<file path="config.mk">
export PLATFORM = sky130hd
export DESIGN_NAME = irq_ctrl
export DESIGN_NICKNAME = d
export VERILOG_FILES = /design/src/rtl/irq_ctrl_pkg.sv /design/src/rtl/irq_sync_edge.sv /design/src/rtl/irq_ctrl.sv
export SDC_FILE = /design/constraint.sdc
export NUM_CORES = 1
export LEC_CHECK = 0
export CORE_UTILIZATION = 42
export DETAILED_ROUTE_END_ITERATION = 10
export PLACE_DENSITY = 0.74
export SLEW_MARGIN = 10
export SYNTH_ARGS = -nofsm -noshare
export SYNTH_HDL_FRONTEND = slang
export SYNTH_SLANG_ARGS = --single-unit
</file>
<file path="constraint.sdc">
create_clock -name clk -period 1.3 [get_ports clk]
set_input_delay 0.26 -clock clk [delete_from_list [all_inputs] [get_ports clk]]
set_output_delay 0.26 -clock clk [all_outputs]
set_load 0.05 [all_outputs]
</file>
<file path="src/rtl/irq_ctrl_pkg.sv">
// Shared definitions for the interrupt controller: register indices, FSM
// state encoding, CAUSE layout and the fixed-priority helper.
package irq_ctrl_pkg;

  localparam logic [1:0] IRQ_REG_MASK  = 2'd0;
  localparam logic [1:0] IRQ_REG_EDGE  = 2'd1;
  localparam logic [1:0] IRQ_REG_PEND  = 2'd2;
  localparam logic [1:0] IRQ_REG_CAUSE = 2'd3;

  typedef enum logic [1:0] {
    IRQ_IDLE    = 2'd0,
    IRQ_REQ     = 2'd1,
    IRQ_SERVICE = 2'd2
  } irq_state_t;

  localparam int CAUSE_BUSY_BIT = 31;
  localparam int CAUSE_ID_LSB   = 0;
  localparam int CAUSE_ID_W     = 5;

  // Bit 0 has the highest priority; returns 0 when nothing is set.
  function automatic logic [4:0] lowest_set(input logic [31:0] v);
    lowest_set = '0;
    for (int i = 31; i >= 0; i--) begin
      if (v[i]) lowest_set = 5'(i);
    end
  endfunction

endpackage

</file>
<file path="src/rtl/irq_sync_edge.sv">
// Single-bit synchronizer for an asynchronous interrupt line, followed by a
// delay flop and a registered rising-edge detector.
module irq_sync_edge #(
  parameter int SYNC_STAGES = 2
) (
  input  logic clk,
  input  logic rst,
  input  logic d,
  output logic s,
  output logic rise
);

  logic [SYNC_STAGES-1:0] r_sync;
  logic                   r_s_d;
  logic                   r_rise;

  // NOTE: sequential state uses non-blocking assignments so every flop
  // samples the pre-edge value of its neighbours, regardless of statement order.
  always_ff @(posedge clk or negedge rst) begin
    if (!rst) begin
      r_sync <= '0;
      r_s_d  <= 1'b0;
      r_rise <= 1'b0;
    end else begin
      r_sync <= {r_sync[SYNC_STAGES-2:0], d};
      r_s_d  <= r_sync[SYNC_STAGES-1];
      r_rise <= r_sync[SYNC_STAGES-1] & ~r_s_d;
    end
  end

  assign s    = r_sync[SYNC_STAGES-1];
  assign rise = r_rise;

endmodule

</file>
<file path="src/rtl/irq_ctrl.sv">
// Interrupt controller: masks, edge/level pending capture and a one-at-a-time
// request/service sequencer driving the CP0 ir_in line.
module irq_ctrl
  import irq_ctrl_pkg::*;
#(
  parameter int N_SRC       = 8,
  parameter int SYNC_STAGES = 2
) (
  input  logic             clk,
  input  logic             rst,
  input  logic [N_SRC-1:0] irq_src,
  input  logic             reg_we,
  input  logic [1:0]       reg_addr,
  input  logic [31:0]      reg_wdata,
  output logic [31:0]      reg_rdata,
  output logic             irq_out,
  input  logic             irq_taken,
  input  logic             eret,
  output logic [4:0]       irq_id,
  output logic             busy
);

  logic [N_SRC-1:0] r_mask, r_edge, r_pend;
  logic [4:0]       r_irq_id;
  irq_state_t       r_state, w_state_next;

  logic [N_SRC-1:0] w_s, w_rise, w_eligible, w_w1c, w_ack;
  logic [31:0]      w_elig32, w_edge32;
  logic             w_ack_en;
  logic             w_unused_wdata;

  for (genvar i = 0; i < N_SRC; i++) begin : g_sync
    irq_sync_edge #(.SYNC_STAGES(SYNC_STAGES)) u_sync (
      .clk  (clk),
      .rst  (rst),
      .d    (irq_src[i]),
      .s    (w_s[i]),
      .rise (w_rise[i])
    );
  end

  assign w_eligible     = r_pend & r_mask;
  assign w_elig32       = 32'(w_eligible);
  assign w_edge32       = 32'(r_edge);
  assign w_w1c          = (reg_we && reg_addr == IRQ_REG_PEND) ? reg_wdata[N_SRC-1:0] : '0;
  assign w_unused_wdata = &{1'b0, reg_wdata};

  // NOTE: every always_comb output gets a default first, so no path can
  // leave it unassigned and infer a latch.
  always_comb begin
    w_state_next = r_state;
    w_ack_en     = 1'b0;
    unique case (r_state)
      IRQ_IDLE:    if (|w_eligible) w_state_next = IRQ_REQ;
      IRQ_REQ: begin
        if (irq_taken) begin
          w_state_next = IRQ_SERVICE;
          w_ack_en     = w_edge32[r_irq_id];
        end else if (!w_elig32[r_irq_id]) begin
          w_state_next = IRQ_IDLE;
        end
      end
      IRQ_SERVICE: if (eret) w_state_next = IRQ_IDLE;
      default:     w_state_next = IRQ_IDLE;
    endcase
  end

  always_comb begin
    w_ack = '0;
    for (int i = 0; i < N_SRC; i++) begin
      w_ack[i] = w_ack_en && (r_irq_id == 5'(i));
    end
  end

  always_ff @(posedge clk or negedge rst) begin
    if (!rst) begin
      r_state  <= IRQ_IDLE;
      r_irq_id <= '0;
    end else begin
      r_state <= w_state_next;
      if (r_state == IRQ_IDLE && |w_eligible) r_irq_id <= lowest_set(w_elig32);
    end
  end

  // Level bits mirror the synchronized line; edge bits are sticky, and a new
  // rise outranks both software clear and auto-acknowledge.
  always_ff @(posedge clk or negedge rst) begin
    if (!rst) begin
      r_mask <= '0;
      r_edge <= '0;
      r_pend <= '0;
    end else begin
      if (reg_we && reg_addr == IRQ_REG_MASK) r_mask <= reg_wdata[N_SRC-1:0];
      if (reg_we && reg_addr == IRQ_REG_EDGE) r_edge <= reg_wdata[N_SRC-1:0];
      r_pend <= (w_s & ~r_edge) | (r_edge & (w_rise | (r_pend & ~w_w1c & ~w_ack)));
    end
  end

  always_comb begin
    reg_rdata = '0;
    unique case (reg_addr)
      IRQ_REG_MASK: reg_rdata = 32'(r_mask);
      IRQ_REG_EDGE: reg_rdata = 32'(r_edge);
      IRQ_REG_PEND: reg_rdata = 32'(r_pend);
      default: begin
        reg_rdata[CAUSE_BUSY_BIT]                = busy;
        reg_rdata[CAUSE_ID_LSB +: CAUSE_ID_W]    = r_irq_id;
      end
    endcase
  end

  assign irq_out = (r_state == IRQ_REQ);
  assign busy    = (r_state != IRQ_IDLE);
  assign irq_id  = r_irq_id;

endmodule
</file>
==> Word-level counts from Yosys, hierarchy flattened <==
Index checks and enable logic that the tools add are counted.
{ "op_classes": {"order_cmp": 1, "n_bitwise": 26, "n_reduce_logical": 19, "n_mux": 23, "eq_ne": 14} }
{ "op_table": {"columns": ["operator", "n"], "rows": [
  ["$and 8x8->8", 5],
  ["$mux 5", 7],
  ["$not 8->8", 3],
  ["$eq 5x3->1 const B", 4],
  ["$or 8x8->8", 2],
  ["$pmux 5 s3", 1],
  ["$logic_and 1x1->1", 12],
  ["$bmux 1 s5", 2],
  ["$eq 5x2->1 const B", 2],
  ["$pmux 3 s3", 1],
  ["$and 1x1->1", 8],
  ["$mux 2", 4],
  ["$mux 8", 1],
  ["$not 1->1", 8],
  ["$reduce_or 8->1", 1],
  ["$lt 5x6->1 const B", 1],
  ["$pmux 2 s3", 1],
  ["$eq 5x1->1 const B", 1],
  ["$logic_not 5->1", 1],
  ["$mux 1", 5],
  ["$eq 2x1->1 const B", 2],
  ["$eq 2x2->1 const B", 2],
  ["$logic_not 2->1", 2],
  ["$mux 3", 1],
  ["other kinds (6)", 6]
]} }
{ "totals": {"output_inout_bits": 39, "word_cells": 112, "regBits": 63, "input_bits": 47} }

==> Longest topological paths before layout <==
Gate-level depths: netlist (run 1).
{ "depth": {"depth_word": 10, "depth_mapped": 5, "depth_no_buf": 4} }

==> Modules after synthesis <==
From an unflattened synthesis (run 1), not the netlist that was laid out.
{ "unflattened": {"hier_cells": 227, "hier_area_um2": 2716.4} }
{ "by_module_without_submodules": {"columns": ["module", "seq_area_each_um2", "area_each_um2", "cells_per_inst", "n_inst"], "rows": [
  ["irq_ctrl", 725.7, 1805.5, 187, 1],
  ["irq_sync_edge", 100.1, 113.9, 5, 8]
]} }

==> Least setup slack after synthesis (run 1) <==
OpenSTA, ideal clock, no wires.
{ "synth_path": {"kind": "input to output", "from": "input port reg_addr[0]", "to": "output port reg_rdata[3]", "t_required_ns": 1.040, "arrival_ns": 1.593, "path_stages": 3, "path_buffers": 1, "path_slack_ns": -0.553, "cell_sequence": "buf_6 mux2i_1 o21ai_0"} }
{ "synth_via": {"elab_chain_len": 2, "elab_cells_between_ends": 4, "classes_between": "eq/ne (2); mux (1); reduce/logical (1)"} }
{ "synth_lines": {"columns": ["element", "line", "rtl"], "rows": [
  ["start, declared", "irq_ctrl.sv:13", "input logic [1:0] reg_addr,"],
  ["$eq 2x2->1, or another cell as far along", "irq_ctrl.sv:101", "unique case (reg_addr)"],
  ["$pmux 5 s3 (*)", "irq_ctrl.sv:101", null],
  ["end, declared", "irq_ctrl.sv:15", "output logic [31:0] reg_rdata,"]
]} }
Every way passes the cells marked *; elsewhere a longest branch is shown, timed or not.

==> Worst setup path after layout (run 1) <==
{ "layout_path": {"from": "register r_irq_id[1] (netlist: irq_id[1])", "to": "output port reg_rdata[1]"} }
{ "layout_via": {"elab_chain_len": 1} }
{ "layout_lines": {"columns": ["element", "line", "rtl"], "rows": [
  ["start, declared", "irq_ctrl.sv:24", "logic [4:0] r_irq_id;"],
  ["start signal, assigned", "irq_ctrl.sv:81", "if (r_state == IRQ_IDLE && |w_eligible) r_irq_id <= lowest_set(w_elig32);"],
  ["$pmux 5 s3", "irq_ctrl.sv:101", null]
]} }
Every way passes these cells.

==> summary.txt, run 1 <==
Die
  – Chip width: roughly 82 µm
  – Ports: 86
  – Starting density of the core: 0.444
  – Number of rows created at floorplan: 28
  – Height of the die: between 80 and 90 µm
  – Core region area: between 0.006 and 0.007 mm²
  – Floorplan die area: about 0.0067 mm²

Detailed routing
  – Iteration-0 DRC count of the detailed router: around 190
  – Post-Route WL: 6.32 mm
  – Number of vias after detailed routing: approximately 2,100
  – Ratio of routed vias to standard cells: a little over 5
  – Drc violations: 0
  – Total iterations of the first detailed-routing run: 4
  – Length of routed met2 wiring: about 3.1 mm
  – Routed wire length on met3: roughly 390 µm
  – Routed met1 length: about 2.6 mm
  – Post-DRT Antenna Nets: 0
  – Top metal layer carrying routed signals: met4
  – Detail-routed net length per standard cell: about 16 µm

Worst setup path
  – Kind of start point of the critical path: flip-flop
  – Count of cells along the worst register-to-register path: 5
  – Critical path origin: irq_id[1]
  – Reg-to-Reg Start: r_pend[2]
  – Worst endpoint required time: ~1.0 ns
  – Arrival time of data at the critical path endpoint: between 1 and 1.5 ns
  – Critical path class: flip-flop to output pin
  – Setup crit end kind: output pin
  – Worst reg-to-reg setup slack: -0.20 ns
  – CP max stage delay: 0.50 ns
  – Max Fanout on Critical Path: 2
  – Critical Path End: reg_rdata[1]
  – Worst path cell trace: mux4_2 -> buf_6
  – Crit-path slowest cell: sky130_fd_sc_hd__mux4_2
  – Worst reg2reg path endpoint: irq_id[0]

Final layout
  – Layout cells sized above 1: 0.453
  – Synthesis-to-finish area growth: 46.7%
  – Number of diodes added for antenna fixing: 0
  – NumNets Final: roughly 370

GRT
  – Total global-route track usage: 0.213
  – Number of global-route vias before repair: 2,107
  – Maximum number of pins on one net before global-route repair: 62
  – Number of antenna violations at the first check in global routing: 0
  – Sum of overflow across all layers after global routing: 0
  – Global-route wire length before repair: 10.2 mm

Placement
  – Global placement routability congestion: a little under 0.9
  – Detailed placer's ending HPWL: 3.97 mm
  – Number of input and output port buffers inserted: 36

Pwr
  – Maximum resistive drop on vdd: approximately 0.0018 V
  – Leakage Power: around 1.8 nW
  – Power density over cell area: just over 2000 mW/mm²

Clocking
  – Worst-skew pair later-pin latency: around 0.33 ns
  – Clock tree from TritonCTS: yes
  – Clock buffer depth: 2
  – Total CTS buffers: 9
  – Root buffer selected by CTS: sky130_fd_sc_hd__clkbuf_8
  – Number of sinks on the clock net: just over 60
  – H-tree levels: 3
  – Clock transition at the registers of the reported paths: 0.07 ns

Synth
  – Synth Warn #: 0
  – Seq/Total Area, Yosys: 0.567
  – Cells after Synth: about 230
  – Post-Synthesis Mean Instance Area: 11.9 µm²
  – Predominant post-synthesis flop cell: sky130_fd_sc_hd__dfrtp_1
  – Cell type with the highest aggregate area in the netlist: sky130_fd_sc_hd__dfrtp_1
  – Leading cell types by count after synthesis: sky130_fd_sc_hd__dfrtp_1 (61), sky130_fd_sc_hd__buf_4 (26), sky130_fd_sc_hd__nand2_1 (26)
  – Most instantiated library cell after synthesis: sky130_fd_sc_hd__dfrtp_1
  – Unique masters post-synth: 34
  – Post-synthesis sequential element count: 61
  – Number of flops mapped to enable cells by yosys: 0
  – Share of flip-flops with an asynchronous set or reset: 1.00
  – Post-synthesis instance area: ~0.0027 mm²
  – Area fraction of the dominant cell type after synthesis: 0.567
  – Top post-synthesis cells by area: sky130_fd_sc_hd__dfrtp_1 (57%), sky130_fd_sc_hd__buf_4 (7.3%), sky130_fd_sc_hd__mux2_2 (7.1%), sky130_fd_sc_hd__nand2_1 (3.6%), sky130_fd_sc_hd__nor2b_1 (3.0%)

STA
  – Crit share post-route: 1.30
  – Worst hold slack: between 0.3 and 0.4 ns
  – Final-report hold violation count: 0
  – Max Clock Freq: about 590 MHz
  – Unrepaired setup endpoints after global routing: yes
  – Slew Viols, Final: 0
  – Total Negative Setup Slacks: -3.50 ns
  – Final Critical Period: approximately 1.7 ns
  – Number of setup violations in the final report: 26
  – Worst Clk Skew: slightly below 0.008 ns
  – Slack of the critical path: -0.384 ns

Outcome
  – Status: complete, but fails checks
  – Failing checks: setup timing

Worst hold path
  – Cell depth of the worst min-delay path: 0
  – Worst min-delay path class: flip-flop to flip-flop

Run
  – Number of maximum-capacitance constraint violations: 0
## how the worst min path moves through the flow
| stage | start | endpoint | slack, ns |
|---|---|---|---|
| floorplan | rst | g_sync[0].u_sync.r_s_d | -0.04 |
| global placement | rst | g_sync[7].u_sync.r_sync[0] | 0.29 |
| detailed placement | rst | g_sync[7].u_sync.r_sync[0] | 0.29 |
| CTS | irq_src[5] | g_sync[5].u_sync.r_sync[0] | 0.35 |
| global route | irq_src[6] | g_sync[6].u_sync.r_sync[0] | 0.34 |
| finish | g_sync[5].u_sync.r_sync[0] | g_sync[5].u_sync.r_sync[1] | 0.35 |
## cell type report
cell class,instances,area (µm²)
well taps,75,93.8
repair buffers,93,938
clock buffers,12,155
clock inverters,4,70.1
multi-input cells,156,1140
inverters,3,13.8
flip-flops and latches,61,1530
fillers,414,2120
## layer usage
metal | vias to the layer above | GRT usage
li1 | 940 | -
met1 | 1018 | 0.265
met2 | 93 | 0.336
met3 | 21 | 0.0633
met4 | 0 | 0.109
met5 | - | 0
## logic make-up (layout without fill, tap and decap cells)
family | Yosys count | after routing | synth area share
buffers and inverters | 33 | 112 | 0.0888
DFF | 61 | 61 | 0.567
muxes | 25 | 25 | 0.116
AOI/OAI and AO/OA | 39 | 39 | 0.0935
and+or+nand+nor | 67 | 67 | 0.133
other | 1 | 25 | 0.00139
## metrics by stage
step	power, mW	instances	instance area (µm²)	utilization	setup WS (ns)
after floorplan	4.15	250	2830	-	-0.271
after global placement	5.25	360	3370	0.556	-0.650
after detailed placement	5.30	360	3370	0.556	-0.666
after CTS	7.87	403	3900	0.644	-0.363
after global routing	8.35	404	3950	0.651	-0.395
final	8.00	404	3950	0.651	-0.384
## power by group
group	total [mW]	switching (mW)	internal, mW	leakage, nW
Combinational	3.70	1.88	1.81	0.948
Sequential	2.42	0.221	2.20	0.714
Clock	1.89	0.713	1.18	0.116
## placed cells by master (no fill, tap or decap), types with 3 or more instances in the layout
cell                              instances
sky130_fd_sc_hd__mux4_2                   3
sky130_fd_sc_hd__a21oi_1                 11
sky130_fd_sc_hd__dfrtp_1                 55
sky130_fd_sc_hd__nor2b_2                  3
sky130_fd_sc_hd__dfrtp_2                  6
sky130_fd_sc_hd__buf_2                    3
sky130_fd_sc_hd__nand3_1                  5
sky130_fd_sc_hd__nor2_1                  10
sky130_fd_sc_hd__clkdlybuf4s50_1         18
sky130_fd_sc_hd__mux2i_2                  3
sky130_fd_sc_hd__conb_1                  25
sky130_fd_sc_hd__clkbuf_8                11
sky130_fd_sc_hd__o21ai_2                  5
sky130_fd_sc_hd__a22oi_2                  3
sky130_fd_sc_hd__a31oi_1                  7
sky130_fd_sc_hd__nor2b_1                  9
sky130_fd_sc_hd__nand2_2                  6
sky130_fd_sc_hd__nand3_2                  4
sky130_fd_sc_hd__buf_6                   13
sky130_fd_sc_hd__nand2_1                 20
sky130_fd_sc_hd__buf_4                   45
sky130_fd_sc_hd__mux2_2                  16
sky130_fd_sc_hd__buf_12                  12
## registers in the layout (all words and copies together), names as in the netlist
name                  flops
g_sync.u_sync.r_s_d       8
g_sync.u_sync.r_sync     16
g_sync.u_sync.rise        8
irq_id                    3
r_edge                    8
r_mask                    8
r_pend                    8
r_state                   2
## timing repair
item	in CTS	in global routing
setup endpoints to repair	40	26
endpoints found under the hold margin	61	0
pin swaps	28	12
buffers inserted	26	4
hold buffers	1	0
resized for setup	43	13
## worst max-delay path: cells and delay by family, from the launching register on
| kind | cells | cell delay (ns) |
|---|---|---|
| multiplexers | 1 | 0.50 |
| buffers and inverters | 1 | 0.17 |
| flip-flops | 1 | 0.41 |
Power figures use the tool's default switching activity.
==> run 2: changes to the inputs <==
Settings changed: CORE_UTILIZATION 42 to 48, PLACE_DENSITY 0.74 to 0.8.
Clock period 1.3 ns to 2 ns, I/O delays scaled along.
==> run 2 against run 1 <==
Compared with the run above: the run now ends clean; first-iteration DRC count decreased by 32%; combinational power down 61%; register-to-register slack gained 0.74 ns; sequential cell count unchanged; wire length fell by 20%; cell area fell by 14%; utilization shrank 0.14 points; critical path depth unchanged; setup slack improved by 0.46 ns; die area decreased by 12%; power down 47%; highest routed layer unchanged.
==> summary.txt, run 2 (same netlist as run 1, synthesis figures left out) <==
Outcome
  – Status: finished clean

Die
  – Height of the die: 76.9 µm
  – Number of rows created at floorplan: 26
  – Chip width: between 70 and 80 µm
  – Ports: 86
  – Core region area: between 0.005 and 0.006 mm²
  – Floorplan die area: approximately 0.0059 mm²
  – Starting density of the core: 0.514

Worst setup path
  – Max Fanout on Critical Path: 7
  – Reg-to-Reg Start: r_mask[2]
  – Critical path origin: irq_id[2]
  – Arrival time of data at the critical path endpoint: between 1.5 and 2 ns
  – Kind of start point of the critical path: flip-flop
  – Worst reg2reg path endpoint: irq_id[0]
  – Critical path class: flip-flop to output pin
  – Worst reg-to-reg setup slack: around 0.54 ns
  – Setup crit end kind: output pin
  – Count of cells along the worst register-to-register path: 4
  – Worst endpoint required time: about 1.6 ns

Final layout
  – Synthesis-to-finish area growth: 26.5%
  – NumNets Final: between 300 and 400
  – Filler instances: around 400
  – Layout cells sized above 1: 0.250
  – Most frequent standard cell in the layout excluding fill and tap cells: sky130_fd_sc_hd__dfrtp_1
  – Top register by number of flip-flops: g_sync.u_sync.r_sync
  – Sequential standard cell area: around 0.0015 mm²
  – Summed area of non-filler cells in the final layout: ~0.0034 mm²
  – Number of diodes added for antenna fixing: 0
  – Area of combinational cells with multiple inputs: approximately 0.0010 mm²
  – Final Instance Count excl. Fillers: 354
  – Highest-count cells in the layout ignoring fill and taps: sky130_fd_sc_hd__dfrtp_1 (61), sky130_fd_sc_hd__nand2_1 (25), sky130_fd_sc_hd__conb_1 (25), sky130_fd_sc_hd__clkdlybuf4s50_1 (19)
  – Max FFs per register: 16

Detailed routing
  – Ratio of routed vias to standard cells: roughly 5
  – Post-Route WL: 5.06 mm
  – Total iterations of the first detailed-routing run: 4
  – Number of vias after detailed routing: approximately 1,800
  – Detail-routed net length per standard cell: approximately 14 µm
  – Post-DRT Antenna Nets: 0
  – Drc violations: 0
  – Iteration-0 DRC count of the detailed router: about 130

Worst hold path
  – Worst min-delay path class: input pin to asynchronous set/reset pin

Placement
  – Cell area after placement: about 0.0032 mm²
  – Detailed placer's ending HPWL: 3.55 mm
  – Global placement routability congestion: about 0.90
  – Number of input and output port buffers inserted: 36
  – Placed cell count: 338

STA
  – Crit share post-route: 0.964
  – Final-report hold violation count: 0
  – Slew Viols, Final: 0
  – Worst Clk Skew: ~0.0028 ns
  – Final Critical Period: between 1.5 and 2 ns
  – Max Clock Freq: 519 MHz
  – Worst hold slack: 0.0558 ns
  – Total Negative Setup Slacks: 0 ns
  – Unrepaired setup endpoints after global routing: no
  – Number of setup violations in the final report: 0

Pwr
  – Switching Fraction: 0.357
  – Clock network power share: 0.285
  – Power share of the combinational group: 0.341
  – Share of total power in sequential cells: 0.374
  – Power density over cell area: ~1300 mW/mm²
  – Switching component of the power: about 1.5 mW
  – Leakage Power: roughly 1.5 nW
  – Power Total: about 4.3 mW
  – Internal portion of total power: between 2 and 3 mW
  – Maximum resistive drop on vdd: 0.000842 V

Clocking
  – Total CTS buffers: 9
  – Number of hold-repair buffers added at the cts stage: 0
  – Root buffer selected by CTS: sky130_fd_sc_hd__clkbuf_8
  – Clock transition at the registers of the reported paths: about 0.06 ns
  – Worst-skew pair later-pin latency: between 0.3 and 0.4 ns
  – H-tree levels: 3
  – Number of sinks on the clock net: between 60 and 70
  – Clock buffer depth: 2
  – Clock tree from TritonCTS: yes

GRT
  – Global-route wire length before repair: 8.30 mm
  – Maximum number of pins on one net before global-route repair: 62
  – Number of global-route vias before repair: approximately 1,700
  – Total global-route track usage: 0.191
  – Number of antenna violations at the first check in global routing: 0
  – Sum of overflow across all layers after global routing: 0

Run
  – Number of maximum-capacitance constraint violations: 0
## run 2: worst max-delay path by stage
stage                         endpoint  slack, ns  depth (start not counted)
after floorplan           reg_rdata[1]       0.15                          2
after global placement    reg_rdata[0]      -0.14                          4
after detailed placement  reg_rdata[5]      -0.15                          7
after CTS                 reg_rdata[2]       0.06                          2
after global routing      reg_rdata[6]       0.01                          7
final                     reg_rdata[2]       0.07                          2
## run 2: repair_timing
item / 4_1_cts / 5_1_grt
endpoints found under the hold margin: 0 / 0
setup endpoints to repair: 8 / 0
setup buffers: 0 / 0
resized for setup: 9 / 0
## run 2: power by group through the flow
stage	Clock [mW]	Combinational (mW)	Sequential, mW
2_1_floorplan	0	0.920	1.68
3_3_place_gp	0	1.43	1.61
3_5_place_dp	0	1.44	1.62
4_1_cts	1.24	1.46	1.60
5_1_grt	1.30	1.56	1.63
6_report	1.22	1.46	1.60
## run 2: critical path, stage by stage, from the launching register on
cell	delay, ns
sky130_fd_sc_hd__dfrtp_1	0.47
sky130_fd_sc_hd__mux4_1	0.52
sky130_fd_sc_hd__buf_4	0.21
## run 2: through the flow
| stage | util | setup slack (ns) |
|---|---|---|
| 3_3_place_gp | 0.602 | -0.141 |
| 6_report | 0.650 | 0.0716 |
| 3_5_place_dp | 0.602 | -0.146 |
| 4_1_cts | 0.650 | 0.0568 |
| 5_1_grt | 0.650 | 0.0106 |
| 2_1_floorplan | - | 0.151 |
## run 2: area by class of cell
class | count | share of cell area
tap | 70 | 0.0257
timing repair buffer | 48 | 0.150
multi-input combinational | 156 | 0.306
inverter | 3 | 0.00331
clock buffer | 12 | 0.0456
clock inverter | 4 | 0.0206
sequential | 61 | 0.449
## run 2: layer usage
layer,vias to the layer above,track usage,wire length [µm]
met5,-,0,0
met4,0,0.0923,110
met3,11,0.0595,269
met2,60,0.279,2400
met1,851,0.257,2280
li1,856,-,-
==> run 3: changes to the inputs <==
Settings changed: CTS_CLUSTER_DIAMETER from default to 80, SKIP_LAST_GASP from default to 1.
==> results of run 3 <==
Same layout as run 2: the final DEF is identical, and so are final timing and power.
